`config.mk`:
```
export PLATFORM = sky130hd
export DESIGN_NAME = ahb_burst_master_flat
export DESIGN_NICKNAME = d
export VERILOG_FILES = /design/src/rtl/ahb_burst_master_if.sv /design/src/rtl/ahb_burst_master.sv /design/src/flat_wrapper.sv
export SDC_FILE = /design/constraint.sdc
export NUM_CORES = 1
export LEC_CHECK = 0
export BUFFER_PORTS_ARGS = -buffer_cell sky130_fd_sc_hd__clkbuf_2
export CORE_UTILIZATION = 40
export CTS_BUF_LIST = sky130_fd_sc_hd__clkbuf_4
export CTS_CLUSTER_DIAMETER = 100
export DETAILED_ROUTE_END_ITERATION = 10
export MAX_ROUTING_LAYER = met4
export PLACE_DENSITY = 0.76
export SYNTH_ARGS = -nofsm -noshare
export SYNTH_HDL_FRONTEND = slang
export SYNTH_SLANG_ARGS = --single-unit
```
`constraint.sdc`:
```
create_clock -name Hclk -period 3.5 [get_ports Hclk]
set_input_delay 0 -clock Hclk [delete_from_list [all_inputs] [get_ports Hclk]]
set_output_delay 0 -clock Hclk [all_outputs]
set_load 0.02 [all_outputs]
```
`src/rtl/ahb_burst_master_if.sv`:
```
// Bus and command bundle for ahb_burst_master.
// The master modport is the burst engine's view.
interface ahb_burst_master_if #(
  parameter int DATA_W = 32,
  parameter int ADDR_W = 32,
  parameter int LEN_W  = 5
);
  logic              Hreadyout;
  logic [1:0]        Hresp;
  logic [DATA_W-1:0] Hrdata;
  logic              Hwrite;
  logic              Hreadyin;
  logic [1:0]        Htrans;
  logic [ADDR_W-1:0] Haddr;
  logic [DATA_W-1:0] Hwdata;
  logic [2:0]        Hburst;
  logic [2:0]        Hsize;

  logic              cmd_valid;
  logic              cmd_ready;
  logic              cmd_write;
  logic [ADDR_W-1:0] cmd_addr;
  logic [2:0]        cmd_burst;
  logic [LEN_W-1:0]  cmd_len;
  logic [2:0]        cmd_size;
  logic [DATA_W-1:0] wr_data;
  logic              wr_req;
  logic [DATA_W-1:0] rd_data;
  logic              rd_valid;
  logic              done;
  logic              err;

  modport master (
    input  Hreadyout, Hresp, Hrdata,
    input  cmd_valid, cmd_write, cmd_addr,
    input  cmd_burst, cmd_len, cmd_size,
    input  wr_data,
    output Hwrite, Hreadyin, Htrans, Haddr,
    output Hwdata, Hburst, Hsize,
    output cmd_ready, wr_req, rd_data,
    output rd_valid, done, err
  );

  modport slave (
    output Hreadyout, Hresp, Hrdata,
    output cmd_valid, cmd_write, cmd_addr,
    output cmd_burst, cmd_len, cmd_size,
    output wr_data,
    input  Hwrite, Hreadyin, Htrans, Haddr,
    input  Hwdata, Hburst, Hsize,
    input  cmd_ready, wr_req, rd_data,
    input  rd_valid, done, err
  );
endinterface

```
`src/rtl/ahb_burst_master.sv`:
```
// AHB-Lite burst master: SINGLE/INCR/INCR4/8/16
// with wait states and two-cycle ERROR abort.
module ahb_burst_master #(
  parameter int DATA_W = 32,
  parameter int ADDR_W = 32,
  parameter int LEN_W  = 5
) (
  input logic Hclk,
  input logic Hresetn,
  ahb_burst_master_if.master bus
);

  localparam int CNT_W = (LEN_W > 5) ? LEN_W : 5;
  localparam logic [2:0] SIZE_MAX =
    3'($clog2(DATA_W / 8));
  localparam logic [1:0] T_IDLE   = 2'b00;
  localparam logic [1:0] T_NONSEQ = 2'b10;
  localparam logic [1:0] T_SEQ    = 2'b11;
  localparam logic [1:0] R_ERR    = 2'b01;

  typedef enum logic [2:0] {
    S_IDLE, S_ADDR, S_BURST, S_LAST, S_ERR
  } state_t;

  state_t            state_q, state_d;
  logic [1:0]        htrans_q, htrans_d;
  logic [ADDR_W-1:0] haddr_q, haddr_d;
  logic [DATA_W-1:0] hwdata_q, hwdata_d;
  logic [DATA_W-1:0] rdata_q, rdata_d;
  logic              hwrite_q, hwrite_d;
  logic [2:0]        hburst_q, hburst_d;
  logic [2:0]        hsize_q, hsize_d;
  logic [CNT_W-1:0]  left_q, left_d;
  logic              dph_q, dph_d;
  logic              wreq_q, wreq_d;
  logic              rvld_q, rvld_d;
  logic              done_q, done_d;
  logic              err_q, err_d;
  logic              hready_q;

  logic [CNT_W-1:0]  cmd_left;
  logic [15:0]       fix_beats;
  logic [15:0]       span;
  logic              burst_ok;
  logic              cmd_bad;
  logic [ADDR_W-1:0] addr_inc;
  logic              cross_1k;
  logic              abort;

  always_comb begin
    cmd_left  = '0;
    fix_beats = '0;
    burst_ok  = 1'b1;
    unique case (bus.cmd_burst)
      3'b000: cmd_left = '0;
      3'b001: cmd_left = (bus.cmd_len == '0) ? '0 :
                CNT_W'(bus.cmd_len) - CNT_W'(1);
      3'b011: begin
        cmd_left  = CNT_W'(3);
        fix_beats = 16'd4;
      end
      3'b101: begin
        cmd_left  = CNT_W'(7);
        fix_beats = 16'd8;
      end
      3'b111: begin
        cmd_left  = CNT_W'(15);
        fix_beats = 16'd16;
      end
      default: burst_ok = 1'b0;
    endcase
  end

  // Wrapping-free fixed bursts must fit inside one 1KB page.
  assign span = fix_beats << bus.cmd_size;
  assign cmd_bad = !burst_ok
    || (bus.cmd_size > SIZE_MAX)
    || (({6'b0, bus.cmd_addr[9:0]} + span)
        > 16'd1024);

  assign addr_inc = haddr_q + (ADDR_W'(1) << hsize_q);
  assign cross_1k =
    addr_inc[ADDR_W-1:10] != haddr_q[ADDR_W-1:10];
  assign abort = dph_q && (bus.Hresp == R_ERR);

  always_comb begin
    state_d  = state_q;
    htrans_d = htrans_q;
    haddr_d  = haddr_q;
    hwdata_d = hwdata_q;
    rdata_d  = rdata_q;
    hwrite_d = hwrite_q;
    hburst_d = hburst_q;
    hsize_d  = hsize_q;
    left_d   = left_q;
    dph_d    = dph_q;
    wreq_d   = 1'b0;
    rvld_d   = 1'b0;
    done_d   = 1'b0;
    err_d    = 1'b0;

    if (dph_q && bus.Hreadyout && !hwrite_q
        && bus.Hresp == 2'b00) begin
      rdata_d = bus.Hrdata;
      rvld_d  = 1'b1;
    end

    if (abort) begin
      htrans_d = T_IDLE;
      dph_d    = 1'b0;
      if (bus.Hreadyout) begin
        err_d   = 1'b1;
        state_d = S_IDLE;
      end else begin
        state_d = S_ERR;
      end
    end else begin
      unique case (state_q)
        S_IDLE: begin
          if (bus.cmd_valid && cmd_bad) begin
            err_d = 1'b1;
          end else if (bus.cmd_valid) begin
            state_d  = S_ADDR;
            htrans_d = T_NONSEQ;
            haddr_d  = bus.cmd_addr;
            hwrite_d = bus.cmd_write;
            hburst_d = bus.cmd_burst;
            hsize_d  = bus.cmd_size;
            left_d   = cmd_left;
            dph_d    = 1'b0;
          end
        end
        S_ADDR, S_BURST: begin
          if (bus.Hreadyout) begin
            dph_d = 1'b1;
            if (hwrite_q) begin
              wreq_d   = 1'b1;
              hwdata_d = bus.wr_data;
            end
            if (left_q != '0) begin
              left_d   = left_q - CNT_W'(1);
              haddr_d  = addr_inc;
              htrans_d = cross_1k ? T_NONSEQ : T_SEQ;
              state_d  = S_BURST;
            end else begin
              htrans_d = T_IDLE;
              state_d  = S_LAST;
            end
          end
        end
        S_LAST: begin
          if (bus.Hreadyout) begin
            done_d  = 1'b1;
            dph_d   = 1'b0;
            state_d = S_IDLE;
          end
        end
        S_ERR: begin
          if (bus.Hreadyout) begin
            err_d   = 1'b1;
            state_d = S_IDLE;
          end
        end
        default: state_d = S_IDLE;
      endcase
    end
  end

  always_ff @(posedge Hclk or negedge Hresetn) begin
    if (!Hresetn) begin
      state_q  <= S_IDLE;
      htrans_q <= T_IDLE;
      haddr_q  <= '0;
      hwdata_q <= '0;
      rdata_q  <= '0;
      hwrite_q <= 1'b0;
      hburst_q <= '0;
      hsize_q  <= '0;
      left_q   <= '0;
      dph_q    <= 1'b0;
      wreq_q   <= 1'b0;
      rvld_q   <= 1'b0;
      done_q   <= 1'b0;
      err_q    <= 1'b0;
      hready_q <= 1'b0;
    end else begin
      state_q  <= state_d;
      htrans_q <= htrans_d;
      haddr_q  <= haddr_d;
      hwdata_q <= hwdata_d;
      rdata_q  <= rdata_d;
      hwrite_q <= hwrite_d;
      hburst_q <= hburst_d;
      hsize_q  <= hsize_d;
      left_q   <= left_d;
      dph_q    <= dph_d;
      wreq_q   <= wreq_d;
      rvld_q   <= rvld_d;
      done_q   <= done_d;
      err_q    <= err_d;
      hready_q <= 1'b1;
    end
  end

  assign bus.Htrans    = htrans_q;
  assign bus.Haddr     = haddr_q;
  assign bus.Hwdata    = hwdata_q;
  assign bus.Hwrite    = hwrite_q;
  assign bus.Hburst    = hburst_q;
  assign bus.Hsize     = hsize_q;
  assign bus.Hreadyin  = hready_q;
  assign bus.cmd_ready = (state_q == S_IDLE);
  assign bus.wr_req    = wreq_q;
  assign bus.rd_data   = rdata_q;
  assign bus.rd_valid  = rvld_q;
  assign bus.done      = done_q;
  assign bus.err       = err_q;

endmodule

```
`src/flat_wrapper.sv`:
```
// flat-port wrapper written by rule: the top's interface ports become plain ports
module ahb_burst_master_flat 
#(
  parameter int DATA_W = 32,
  parameter int ADDR_W = 32,
  parameter int LEN_W  = 5
)
  (Hclk, Hresetn, bus_Hreadyout, bus_Hresp, bus_Hrdata, bus_cmd_valid, bus_cmd_write, bus_cmd_addr, bus_cmd_burst, bus_cmd_len, bus_cmd_size, bus_wr_data, bus_Hwrite, bus_Hreadyin, bus_Htrans, bus_Haddr, bus_Hwdata, bus_Hburst, bus_Hsize, bus_cmd_ready, bus_wr_req, bus_rd_data, bus_rd_valid, bus_done, bus_err);
  ahb_burst_master_if #(.DATA_W(DATA_W), .ADDR_W(ADDR_W), .LEN_W(LEN_W)) bus_i ();
  input logic Hclk;
  input logic Hresetn;
  input wire logic [$bits(bus_i.Hreadyout)-1:0] bus_Hreadyout;
  input wire logic [$bits(bus_i.Hresp)-1:0] bus_Hresp;
  input wire logic [$bits(bus_i.Hrdata)-1:0] bus_Hrdata;
  input wire logic [$bits(bus_i.cmd_valid)-1:0] bus_cmd_valid;
  input wire logic [$bits(bus_i.cmd_write)-1:0] bus_cmd_write;
  input wire logic [$bits(bus_i.cmd_addr)-1:0] bus_cmd_addr;
  input wire logic [$bits(bus_i.cmd_burst)-1:0] bus_cmd_burst;
  input wire logic [$bits(bus_i.cmd_len)-1:0] bus_cmd_len;
  input wire logic [$bits(bus_i.cmd_size)-1:0] bus_cmd_size;
  input wire logic [$bits(bus_i.wr_data)-1:0] bus_wr_data;
  output wire logic [$bits(bus_i.Hwrite)-1:0] bus_Hwrite;
  output wire logic [$bits(bus_i.Hreadyin)-1:0] bus_Hreadyin;
  output wire logic [$bits(bus_i.Htrans)-1:0] bus_Htrans;
  output wire logic [$bits(bus_i.Haddr)-1:0] bus_Haddr;
  output wire logic [$bits(bus_i.Hwdata)-1:0] bus_Hwdata;
  output wire logic [$bits(bus_i.Hburst)-1:0] bus_Hburst;
  output wire logic [$bits(bus_i.Hsize)-1:0] bus_Hsize;
  output wire logic [$bits(bus_i.cmd_ready)-1:0] bus_cmd_ready;
  output wire logic [$bits(bus_i.wr_req)-1:0] bus_wr_req;
  output wire logic [$bits(bus_i.rd_data)-1:0] bus_rd_data;
  output wire logic [$bits(bus_i.rd_valid)-1:0] bus_rd_valid;
  output wire logic [$bits(bus_i.done)-1:0] bus_done;
  output wire logic [$bits(bus_i.err)-1:0] bus_err;
  assign bus_i.Hreadyout = bus_Hreadyout;
  assign bus_i.Hresp = bus_Hresp;
  assign bus_i.Hrdata = bus_Hrdata;
  assign bus_i.cmd_valid = bus_cmd_valid;
  assign bus_i.cmd_write = bus_cmd_write;
  assign bus_i.cmd_addr = bus_cmd_addr;
  assign bus_i.cmd_burst = bus_cmd_burst;
  assign bus_i.cmd_len = bus_cmd_len;
  assign bus_i.cmd_size = bus_cmd_size;
  assign bus_i.wr_data = bus_wr_data;
  assign bus_Hwrite = bus_i.Hwrite;
  assign bus_Hreadyin = bus_i.Hreadyin;
  assign bus_Htrans = bus_i.Htrans;
  assign bus_Haddr = bus_i.Haddr;
  assign bus_Hwdata = bus_i.Hwdata;
  assign bus_Hburst = bus_i.Hburst;
  assign bus_Hsize = bus_i.Hsize;
  assign bus_cmd_ready = bus_i.cmd_ready;
  assign bus_wr_req = bus_i.wr_req;
  assign bus_rd_data = bus_i.rd_data;
  assign bus_rd_valid = bus_i.rd_valid;
  assign bus_done = bus_i.done;
  assign bus_err = bus_i.err;
  ahb_burst_master #(.DATA_W(DATA_W), .ADDR_W(ADDR_W), .LEN_W(LEN_W)) u_core (.Hclk(Hclk), .Hresetn(Hresetn), .bus(bus_i));
endmodule
```
Word level (Yosys, flattened, before mapping) --
Index checks and enable logic that the tools add are counted.
Storage, ports and cells: flip-flop bits (word level) 119, latch bits 0, memory bits (writable) 0, ROM bits 0, input bits 114, output and inout bits 111, word-level logic and storage cells 116, memories kept 0
Cells by class: add/subtract/negate cells 4, $mul 0, divide/modulo/power cells 0, $lt $le $gt $ge 2, equality and inequality tests 19, shift operators 2, multiplexer cells 46, bitwise logic cells 2, reduce and logical (&&, ||, !) cells 26
Operator list (count):
- 2-to-1 mux 32 bit | 4
- case mux 32 bit (2 select lines) | 1
- adder 32 bit | 1
- << shifter 1 x 3 -> 32 bit, first input constant | 1
- 2-to-1 mux 5 bit | 5
- inequality test 22 bit | 1
- case mux 5 bit (4 select lines) | 1
- 2-to-1 mux 1 bit | 18
- 2-to-1 mux 3 bit | 6
- adder 10 x 16 -> 16 bit | 1
- greater-than comparator 16 x 11 -> 1 bit, second input constant | 1
- AND reduction 4 bit | 4
- << shifter 5 x 3 -> 16 bit | 1
- case mux 5 bit (3 select lines) | 1
- inequality test 3 x 2 -> 1 bit, second input constant | 4
- 2-to-1 mux 2 bit | 5
- case mux 5 bit (2 select lines) | 1
- subtractor 5 x 1 -> 5 bit, second input constant | 2
- == test 3 x 2 -> 1 bit, second input constant | 3
- == test 3 bit, second input constant | 3
- case mux 3 bit (3 select lines) | 1
- == test 3 x 1 -> 1 bit, second input constant | 2
- zero test 3 bit | 2
- inequality test 2 bit, second input constant | 3
- 21 further kinds | 29

Depth between registers and ports, before layout --
Gate-level depths: netlist (run 1).
word-level depth 10, gate-level depth with buffers 18, gate-level depth less buffers 14

Worst setup path after synthesis (run 1) --
Ideal clock, no wire load.
kind input -> register, from in bus_cmd_size[1], to reg u_core.haddr_q[3] (netlist: u_core.bus.Haddr[3]), setup time 127 ps, arrival time 2863 ps, required time 3373 ps, slack 510 ps, stages 17, path buffers 4, cell sequence clkbuf_1 > inv_1 > nand2_1 > nor2_1 > a21oi_1 > o22ai_1 > and2_1 > ha_1 > buf_6 > a2111oi_4 > a31oi_2 > or2_4 > a21o_1 > buf_6 > nand2_8 > buf_12 > mux2_1
Between the ends: longest elaborated chain between the ends 7, elaborated cells on any way between the ends 9, those cells by class add/sub (1); order compare (2); eq/ne (1); shift (1); reduce/logical (4)
Ends and longest elaborated chain:
- from (decl) | line flat_wrapper.sv:20 | input wire logic [$bits(bus_i.cmd_size)-1:0] bus_cmd_size;
- << shifter 5 x 3 -> 16 bit | line ahb_burst_master.sv:75 | assign span = fix_beats << bus.cmd_size;
- adder 10 x 16 -> 16 bit | line ahb_burst_master.sv:78 | || (({6'b0, bus.cmd_addr[9:0]} + span)
- greater-than comparator 16 x 11 -> 1 bit | line ahb_burst_master.sv:79 | > 16'd1024);
- logical OR 1 bit (*) | line ahb_burst_master.sv:78
- logical AND 1 bit (*) | line ahb_burst_master.sv:120 | if (bus.cmd_valid && cmd_bad) begin
- inequality test 2 bit (no line) (*)
- AND reduction 6 bit (no line) (*)
- to (signal assigned) | line ahb_burst_master.sv:189 | haddr_q <= haddr_d;
- to (decl) | line ahb_burst_master.sv:27 | logic [ADDR_W-1:0] haddr_q, haddr_d;
Every way passes the cells marked *; elsewhere a longest branch is shown, timed or not. A chain may end at the register's enable or synchronous reset.

Worst setup path in the final report (run 1) --
from in bus_cmd_burst[1], to reg u_core.err_q (netlist: u_core.bus.err)
Between the ends: longest elaborated chain between the ends 10, elaborated cells on any way between the ends 18, those cells by class add/sub (1); order compare (1); eq/ne (4); shift (1); mux (5); reduce/logical (6)
Ends and longest elaborated chain:
- from (decl) | line flat_wrapper.sv:18 | input wire logic [$bits(bus_i.cmd_burst)-1:0] bus_cmd_burst;
- == test 3 bit (tied with other cells) | line ahb_burst_master.sv:54 | unique case (bus.cmd_burst)
- case mux 5 bit (3 select lines) / OR reduction 5 bit (equally long branches)
- << shifter 5 x 3 -> 16 bit / 2-to-1 mux 1 bit (equally long branches) | line ahb_burst_master.sv:75, ahb_burst_master.sv:54
- adder 10 x 16 -> 16 bit / zero test 1 bit (equally long branches) | line ahb_burst_master.sv:78, ahb_burst_master.sv:76
- greater-than comparator 16 x 11 -> 1 bit / logical OR 1 bit (equally long branches) | line ahb_burst_master.sv:79, ahb_burst_master.sv:77
- logical OR 1 bit (*) | line ahb_burst_master.sv:78
- logical AND 1 bit (*) | line ahb_burst_master.sv:120
- 2-to-1 mux 1 bit (*) | line ahb_burst_master.sv:120
- case mux 1 bit (2 select lines) (*) | line ahb_burst_master.sv:118 | unique case (state_q)
- 2-to-1 mux 1 bit (*) | line ahb_burst_master.sv:108 | if (abort) begin
- via u_core.err_d | line ahb_burst_master.sv:38 | logic err_q, err_d;
- to (signal assigned) | line ahb_burst_master.sv:200 | err_q <= err_d;
- to (decl) | line ahb_burst_master.sv:38
The timed path passes the listed nets; every way through them passes the cells marked *.

==> key figures, run 1 <==
Clock tree
  – CTS tree: built
  – Post-CTS setup buffer count: 0
  – Root Driver: clkbuf_4
  – Worst skew pair latency: 0.55 ns
  – Reg clk slew, reported paths: 0.12 ns
  – Clock tree buffer depth: 2
  – CTS Buf Count: 17
  – CTS Sinks: 119
  – H-tree depth: 4

Drt
  – DR WL/cell: 16.3 um
  – First-pass iteration count of the detailed router: 5
  – Post-Route WL: 19.9 mm
  – Total number of vias: 6533
  – DRC viols: 0
  – Via density: 5.35
  – Number of routed nets with antenna violations: 0
  – DR iter-0 viols: 432

Setup path
  – Worst-case reg-to-reg path depth: 9
  – Kind of critical path: primary input to flip-flop
  – CP max stage cell: dlygate4sd3_1
  – Worst R2R Start: u_core.bus.Hsize[2]
  – WP data required: 3.92 ns
  – Critical path arrival: 3.66 ns
  – Worst Path Max Fanout: 12
  – CP cell instances: dlygate4sd3_1, clkbuf_2, nand2_1, nor4_1, ha_1, fa_1, nor4_1, o21ai_1, nor4_2, and4_4, nand2_1, a21oi_1, o22ai_1, dlygate4sd3_1
  – CP endpoint kind: flip-flop
  – R2r setup slk: 0.52 ns
  – CP max stage delay: 0.56 ns
  – R2R Path End: u_core.bus.Haddr[30]
  – CP Launch Type: primary input

STA
  – Fmax: 309 MHz
  – Final slew viol count: 0
  – Setup TNS: 0 ns
  – Worst Slack Setup Final: 0.267 ns
  – Period minus WS final: 3.23 ns
  – Final Cycle Share: 0.924
  – Relative slew slack: 0.359
  – Endpoints failing hold: 0
  – Final setup viols: 0
  – Clk_skew: 0.0208 ns
  – Pin slew with the least headroom to its limit: 0.961 ns

Placed design
  – GP Congestion: 0.880
  – Hpwl dp: 13.6 mm
  – Post-placement setup slack: 0.299 ns
  – Port Buffers: 224

Final layout
  – FILL cells: 1440
  – Nets: 1121
  – Core Util, Final: 0.575
  – Most frequent cells in the layout: clkbuf_2 (223), dfrtp_1 (119), dlygate4sd3_1 (111)
  – Syn-to-layout area delta: 39.6%
  – Most common cell after layout, fill and taps aside: clkbuf_2
  – Layout cells sized above 1: 0.361

Synth
  – Post-synth EDFFs: 0
  – Largest family of logic cells by synthesized area: compound AO/OA/AOI/OAI gates
  – Avg Inst Size Synth: 10.5 sq um
  – Mapped cell area: 6880 sq um
  – Distinct cells, synth: 81
  – Synth Register Bits: 119
  – Mux share of post-synthesis cell area: 0.132
  – Cells after Synth: 656
  – Dominant synthesized flop cell: dfrtp_1
  – Simple-gate portion of the synthesized area: 0.138
  – Post-Synth XOR/XNOR Area: 0.0176
  – Register area share after synthesis: 0.433
  – Warning count from the yosys run: 0
  – Synth Area in Compound Gates: 0.195
  – Syn_nets: 791
  – Ys async rst share: 1.00
  – Adder-cell area share of the yosys netlist: 0.0404

Global route
  – Largest net degree at the start of global routing: 76
  – Total gr overflow: 0
  – First-pass GRT wire length: 31.9 mm
  – Gr usage total: 0.234
  – Vias in the first global route: 6311
  – Initial antenna violation count: 1

Floorplanning
  – DIE AREA: 17700 sq um
  – Die span in x: 133 um
  – Starting Density: 0.412
  – IO Count: 225
  – Core Region: 16700 sq um
  – Die Height: 133 um
  – Row count: 47

Power and ir drop
  – Pwr Density: 793 nW/um^2
  – Peak VDD IR: 0.380 mV
  – Total power: 7620 uW
  – Leak pwr: 0.00450 uW

Outcome
  – Status: complete, no violations

Flow run
  – Max cap viols: 0

Worst hold path
  – HP Class: primary input to async pin
## registers in the layout, indices dropped and copies added, names as in the netlist, 2 cells and up
register	cells
u_core.bus.Hburst	3
u_core.state_q	3
u_core.left_q	5
u_core.bus.Haddr	32
u_core.bus.Htrans	2
u_core.bus.rd_data	32
u_core.bus.Hwdata	32
u_core.bus.Hsize	3
## worst max-delay path, delay by kind of cell
kind / cells / cell delay [ns]
AOI/OAI and AO/OA: 3 / 0.35
and+or+nand+nor: 6 / 1.29
buffers and inverters: 3 / 1.32
adders and majority gates: 2 / 0.69
## cell type report
class / instances / area, sq um / area share
multi-input cells: 477 / 3630 / 0.378
flip-flops and latches: 119 / 2980 / 0.310
repair buffers: 348 / 2340 / 0.244
well taps: 220 / 275 / 0.0287
clock inverters: 14 / 154 / 0.0160
clock buffers: 17 / 128 / 0.0133
inverters: 23 / 86.3 / 0.00899
diodes: 3 / 7.51 / 0.000782
## cells in the mapped netlist, types with 9 or more instances
master	n	area share
o21a_1	11	0.012
dfrtp_1	119	0.43
nand2_1	40	0.022
nor2_1	45	0.025
mux2_2	48	0.079
o22ai_1	14	0.013
o22a_1	9	0.011
a21oi_1	43	0.031
mux2_1	28	0.046
nand3_1	17	0.012
ha_1	19	0.035
nor3_1	21	0.015
a21oi_2	12	0.015
o21ai_0	17	0.012
clkbuf_1	18	0.0098
inv_1	22	0.012
a31oi_1	17	0.015
## where the power goes
group | internal (uW) | switching [uW]
Combinational | 1690 | 2380
Clock | 425 | 584
Sequential | 2020 | 509
Total | 4140 | 3470
## what timing repair did
action,CTS,global route
hold buffers,111,0
gates resized for setup,0,2
setup endpoints to repair,0,3
endpoints found under the hold margin,188,0
## cells by family (layout without fill, tap and decap cells)
family                   after synthesis  count (layout)
AO/OA/AOI/OAI                        183             183
AND/OR/NAND/NOR                      178             178
buffers and inverters                 60             402
other                                  1               4
XOR/XNOR                              13              13
adder cells (fa/ha/maj)               21              21
flip-flops                           119             119
multiplexers                          81              81
## worst max path at each step
stage | from | end | cells past startpoint
floorplan | bus_cmd_size[1] | u_core.bus.Haddr[3] | 17
global placement | bus_cmd_burst[1] | u_core.bus.Haddr[31] | 14
detailed placement | bus_cmd_burst[1] | u_core.bus.Haddr[31] | 14
CTS | bus_cmd_burst[1] | u_core.bus.err | 15
global route | bus_cmd_burst[1] | u_core.bus.err | 14
finish | bus_cmd_burst[1] | u_core.bus.err | 14
## stage by stage
stage	hold slack, ns	instances	instance area (sq um)
after floorplan	-0.296	656	6880
after global placement	0.214	1076	8190
after detailed placement	0.216	1076	8190
after CTS	0.0879	1218	9580
after global routing	0.162	1219	9600
final	0.118	1221	9600
## routing by layer
layer | track usage | wire [um] | vias up
met4 | 0.0802 | 412 | 0
met3 | 0.0396 | 1090 | 35
met2 | 0.375 | 9800 | 254
met1 | 0.299 | 8630 | 3163
li1 | - | - | 3081
met5 | - | 0 | -
Power figures use the tool's default switching activity.
==> run 2: changes to the inputs <==
- SETUP_SLACK_MARGIN: not set -> 0.3
==> key figures, run 2 (synthesis gave the netlist of run 1 again) <==
Clock tree
  – Reg clk slew, reported paths: 0.12 ns
  – CTS Buf Count: 17
  – Clock tree buffer depth: 2
  – CTS Sinks: 119
  – CTS tree: built
  – H-tree depth: 4
  – Worst skew pair latency: 0.55 ns
  – Root Driver: clkbuf_4
  – Post-CTS setup buffer count: 0

Drt
  – Total number of vias: 6535
  – Number of routed nets with antenna violations: 0
  – First-pass iteration count of the detailed router: 5
  – Post-Route WL: 20.0 mm
  – DRC viols: 0
  – DR WL/cell: 16.4 um
  – Via density: 5.35
  – DR iter-0 viols: 432

STA
  – Final Cycle Share: 0.885
  – Relative slew slack: 0.358
  – Setup repair after global routing missed its margin: true
  – Fmax: 323 MHz
  – Period minus WS final: 3.10 ns
  – Pin slew with the least headroom to its limit: 0.964 ns
  – Clk_skew: 0.0205 ns
  – Setup TNS: 0 ns
  – Endpoints failing hold: 0
  – Final setup viols: 0
  – Final slew viol count: 0

Floorplanning
  – Die span in x: 133 um
  – DIE AREA: 17700 sq um
  – IO Count: 225
  – Row count: 47
  – Die Height: 133 um
  – Starting Density: 0.412
  – Core Region: 16700 sq um

Power and ir drop
  – Switching part of the total power: 0.457
  – Logic pwr share: 0.536
  – Sequential share of power: 0.332
  – Pwr Density: 792 nW/um^2
  – Peak VDD IR: 0.380 mV
  – Psw: 3490 uW
  – Clock power frac: 0.132
  – Power Internal: 4150 uW
  – Leak pwr: 0.00450 uW

Setup path
  – Worst R2R Start: u_core.bus.Hsize[2]
  – CP max stage delay: 0.53 ns
  – CP top delay family: simple AND/OR/NAND/NOR gates
  – CP cell instances: dlygate4sd3_1, clkbuf_2, inv_1, nand2_1, nor4_1, ha_2, fa_1, nor4_1, o21ai_1, nor4_2, and4_4, nand3_4, buf_6, a22o_1, a22o_1
  – Worst Path Max Fanout: 26
  – CP max stage cell: dlygate4sd3_1
  – Kind of critical path: primary input to flip-flop
  – Crit path buf inv count: 4
  – CP Launch Type: primary input
  – CP startpoint: bus_cmd_size[0]
  – CP endpoint kind: flip-flop
  – Critical path arrival: 3.53 ns
  – WP data required: 3.93 ns

Global route
  – Gr usage total: 0.234
  – Vias in the first global route: 6327
  – First-pass GRT wire length: 32.0 mm
  – Largest net degree at the start of global routing: 76
  – Total gr overflow: 0
  – Initial antenna violation count: 1

Placed design
  – Port Buffers: 224
  – Placed Instance Area: 8190 sq um
  – Hpwl dp: 13.6 mm
  – GP Congestion: 0.880

Flow run
  – Max cap viols: 0

Final layout
  – Most frequent cells in the layout: clkbuf_2 (222), dfrtp_1 (119), dlygate4sd3_1 (111)
  – Most common cell after layout, fill and taps aside: clkbuf_2
  – Nets: 1121
  – Layout cells sized above 1: 0.365
  – Syn-to-layout area delta: 40.1%
  – Post-route cell area: 9630 sq um

Outcome
  – Status: complete, no violations

Worst hold path
  – HP Class: primary input to async pin
==> run 2: cell types whose count changed in the layout (fill, tap and decap cells not counted) <==
cell      previous run  this run
a31oi_2              1         0
clkbuf_2           223       222
nor2_4               0         1
buf_4               13        11
a31oi_4              0         1
ha_2                 0         3
nor2_1              45        44
ha_1                19        16
buf_2                0         1
buf_6                0         2
==> run 2: power by group through the flow <==
| stage | Sequential (uW) | Combinational (uW) | Clock [uW] |
|---|---|---|---|
| after global placement | 2520 | 3900 | 0 |
| after detailed placement | 2550 | 3950 | 0 |
| after global routing | 2610 | 4420 | 1100 |
| after CTS | 2520 | 4070 | 1050 |
| final | 2540 | 4090 | 1010 |
| after floorplan | 3210 | 2100 | 0 |
==> run 2: metal layers <==
| layer | global-route usage | wire length (um) | vias up |
|---|---|---|---|
| met5 | - | 0 | - |
| met4 | 0.0802 | 407 | 0 |
| met3 | 0.0392 | 1120 | 33 |
| met2 | 0.377 | 9850 | 250 |
| met1 | 0.299 | 8640 | 3170 |
| li1 | - | - | 3082 |
==> run 2: final timing paths <==
kind	endpoint	slack, ns	cells past startpoint
setup / recovery	u_core.bus.Haddr[31]	0.40	15
hold / removal	u_core.bus.Hwdata[7]	0.12	2
setup reg to reg	u_core.bus.Haddr[31]	0.50	11
hold reg to reg	u_core.bus.Hwdata[26]	0.50	1
max in group asynchronous	u_core.bus.Haddr[25]	2.56	3
min in group Hclk	u_core.left_q[4]	0.17	5
==> run 2: area by class of cell <==
| type | count | area (sq um) |
|---|---|---|
| Sequential cell | 119 | 2980 |
| Tap cell | 220 | 275 |
| Inverter | 23 | 86.3 |
| Fill cell | 1436 | 7070 |
| Multi-Input combinational cell | 477 | 3650 |
| Clock buffer | 17 | 128 |
| Antenna cell | 3 | 7.51 |
| Timing Repair Buffer | 348 | 2350 |
| Clock inverter | 14 | 154 |
==> run 2: metrics by stage <==
step | power, uW | std cells | worst slack [ns] | util | hold slack, ns
after CTS | 7630 | 1218 | 0.363 | 0.574 | 0.102
after detailed placement | 6500 | 1076 | 0.299 | 0.490 | 0.216
after global routing | 8130 | 1219 | 0.176 | 0.577 | 0.162
after global placement | 6410 | 1076 | 0.334 | 0.490 | 0.214
after floorplan | 5300 | 656 | 0.510 | - | -0.296
final | 7630 | 1221 | 0.403 | 0.577 | 0.121
==> run 2: repair_timing <==
action                     4_1_cts  5_1_grt
hold buffers                   111        0
resized for setup                0       11
setup endpoints to repair        0       45
hold endpoints to repair       188        0
==> run 3: changes to the inputs <==
- RECOVER_POWER: not set -> 25
==> key figures, run 3 (synthesis gave the netlist of run 1 again) <==
Clock tree
  – CTS Buf Count: 17
  – CTS tree: built
  – Post-CTS setup buffer count: 0
  – Clock tree buffer depth: 2
  – CTS Sinks: 119
  – H-tree depth: 4
  – Root Driver: clkbuf_4
  – Worst skew pair latency: 0.55 ns
  – Reg clk slew, reported paths: 0.12 ns

Setup path
  – WP data required: 3.93 ns
  – Kind of critical path: primary input to flip-flop
  – Worst Path Max Fanout: 26
  – Crit path buf inv count: 4
  – CP cell instances: dlygate4sd3_1, clkbuf_2, inv_1, nand2_1, nor4_1, ha_2, fa_1, nor4_1, o21ai_1, nor4_2, and4_4, nand3_4, buf_6, a22o_1, a22o_1
  – Critical path arrival: 3.52 ns
  – CP endpoint kind: flip-flop
  – CP top delay family: simple AND/OR/NAND/NOR gates
  – CP max stage delay: 0.53 ns
  – CP max stage cell: dlygate4sd3_1
  – CP Launch Type: primary input

Floorplanning
  – DIE AREA: 17700 sq um
  – Starting Density: 0.412
  – Die Height: 133 um
  – Die span in x: 133 um
  – Core Region: 16700 sq um
  – IO Count: 225
  – Row count: 47

STA
  – Pin slew with the least headroom to its limit: 1.83 ns
  – Relative slew slack: -0.221
  – Clk_skew: 0.0206 ns
  – Final Cycle Share: 0.883
  – Worst Slack Setup Final: 0.408 ns
  – Setup TNS: 0 ns
  – Period minus WS final: 3.09 ns
  – Endpoints failing hold: 0
  – Setup repair after global routing missed its margin: true
  – Fmax: 323 MHz
  – Final setup viols: 0
  – Final slew viol count: 76

Drt
  – Via density: 5.34
  – Number of routed nets with antenna violations: 0
  – DR WL/cell: 16.4 um
  – DR top layer: met4
  – Total number of vias: 6520
  – Post-Route WL: 20.0 mm
  – DR iter-0 viols: 400
  – First-pass iteration count of the detailed router: 5
  – Met2 wire len: 9.89 mm
  – DRC viols: 0
  – WL met3: 1.10 mm
  – DRT met1 WL: 8.67 mm

Worst hold path
  – HP Class: primary input to flip-flop

Final layout
  – Multi-input gate area: 3650 sq um
  – Most frequent cells in the layout: clkbuf_2 (224), dfrtp_1 (119), dlygate4sd3_1 (111)
  – Nets: 1121
  – FILL cells: 1438
  – Finished Layout Cells: 1220
  – Register area: 2980 sq um
  – Syn-to-layout area delta: 39.8%
  – Layout cells sized above 1: 0.365
  – Most common cell after layout, fill and taps aside: clkbuf_2

Power and ir drop
  – Peak VDD IR: 0.380 mV
  – Switching part of the total power: 0.457
  – Pwr Density: 793 nW/um^2
  – Power Internal: 4140 uW
  – Total power: 7630 uW
  – Sequential share of power: 0.332
  – Leak pwr: 0.00449 uW
  – Logic pwr share: 0.536
  – Clock power frac: 0.132
  – Psw: 3480 uW

Flow run
  – Max cap viols: 1

Outcome
  – Failing checks: max-capacitance violations, max-slew violations
  – Status: complete, but fails checks

Placed design
  – GP Congestion: 0.880
  – Hpwl dp: 13.6 mm
  – Post-placement setup slack: 0.299 ns
  – Port Buffers: 224
  – Placed Cells incl. Taps: 1076

Global route
  – Gr usage total: 0.234
  – Total gr overflow: 0
  – Vias in the first global route: 6327
  – Initial antenna violation count: 1
  – First-pass GRT wire length: 32.0 mm
  – Largest net degree at the start of global routing: 76
[run 3: worst paths after layout]
path	from	slack, ns	to	cells after the start
worst min-delay path	bus_cmd_len[3]	0.18	u_core.left_q[4]	5
worst min register to register	u_core.bus.Hwdata[27]	0.50	u_core.bus.Hwdata[27]	1
min in group asynchronous	Hresetn	0.47	u_core.bus.Hwdata[7]	2
max in group asynchronous	Hresetn	0.99	u_core.bus.Haddr[25]	3
worst max register to register	u_core.bus.Hsize[2]	0.50	u_core.bus.Haddr[30]	9
worst max-delay path	bus_cmd_size[0]	0.41	u_core.bus.Haddr[31]	15
[run 3: power by group through the flow]
| stage | clock (uW) | sequential, uW | combinational (uW) |
|---|---|---|---|
| after detailed placement | 0 | 2550 | 3950 |
| after floorplan | 0 | 3210 | 2100 |
| after global placement | 0 | 2520 | 3900 |
| final | 1010 | 2530 | 4090 |
| after global routing | 1100 | 2610 | 4410 |
| after CTS | 1050 | 2520 | 4070 |
[run 3: final cells by class]
cell class | instances | area share
Sequential cell | 119 | 0.310
Inverter | 23 | 0.00898
Multi-Input combinational cell | 477 | 0.380
Timing Repair Buffer | 348 | 0.243
Clock inverter | 14 | 0.0160
Antenna cell | 2 | 0.000521
Tap cell | 220 | 0.0286
Clock buffer | 17 | 0.0133
[run 3: repair_timing]
item / 4_1_cts / 5_1_grt
hold buffers: 111 / 0
hold endpoints to repair: 188 / 0
gates resized for setup: 0 / 11
setup endpoints to repair: 0 / 45
[run 3: tightest hold or removal path, stage by stage]
cell and delay, ns:
clkbuf_2 0.09, or3b_2 0.12, and3_1 0.23, a31oi_1 0.10, o22ai_1 0.14
[run 3: through the flow]
| step | area [sq um] | hold WS (ns) | util |
|---|---|---|---|
| 3_5_place_dp | 8190 | 0.216 | 0.490 |
| 2_1_floorplan | 6880 | -0.296 | - |
| 5_1_grt | 9610 | 0.162 | 0.576 |
| 6_report | 9610 | 0.182 | 0.576 |
| 4_1_cts | 9580 | 0.102 | 0.574 |
| 3_3_place_gp | 8190 | 0.214 | 0.490 |
[run 3: metal layers]
layer	global-route usage	up-vias
met5	-	-
met4	0.0802	0
met3	0.0392	26
met2	0.377	247
met1	0.299	3168
li1	-	3079
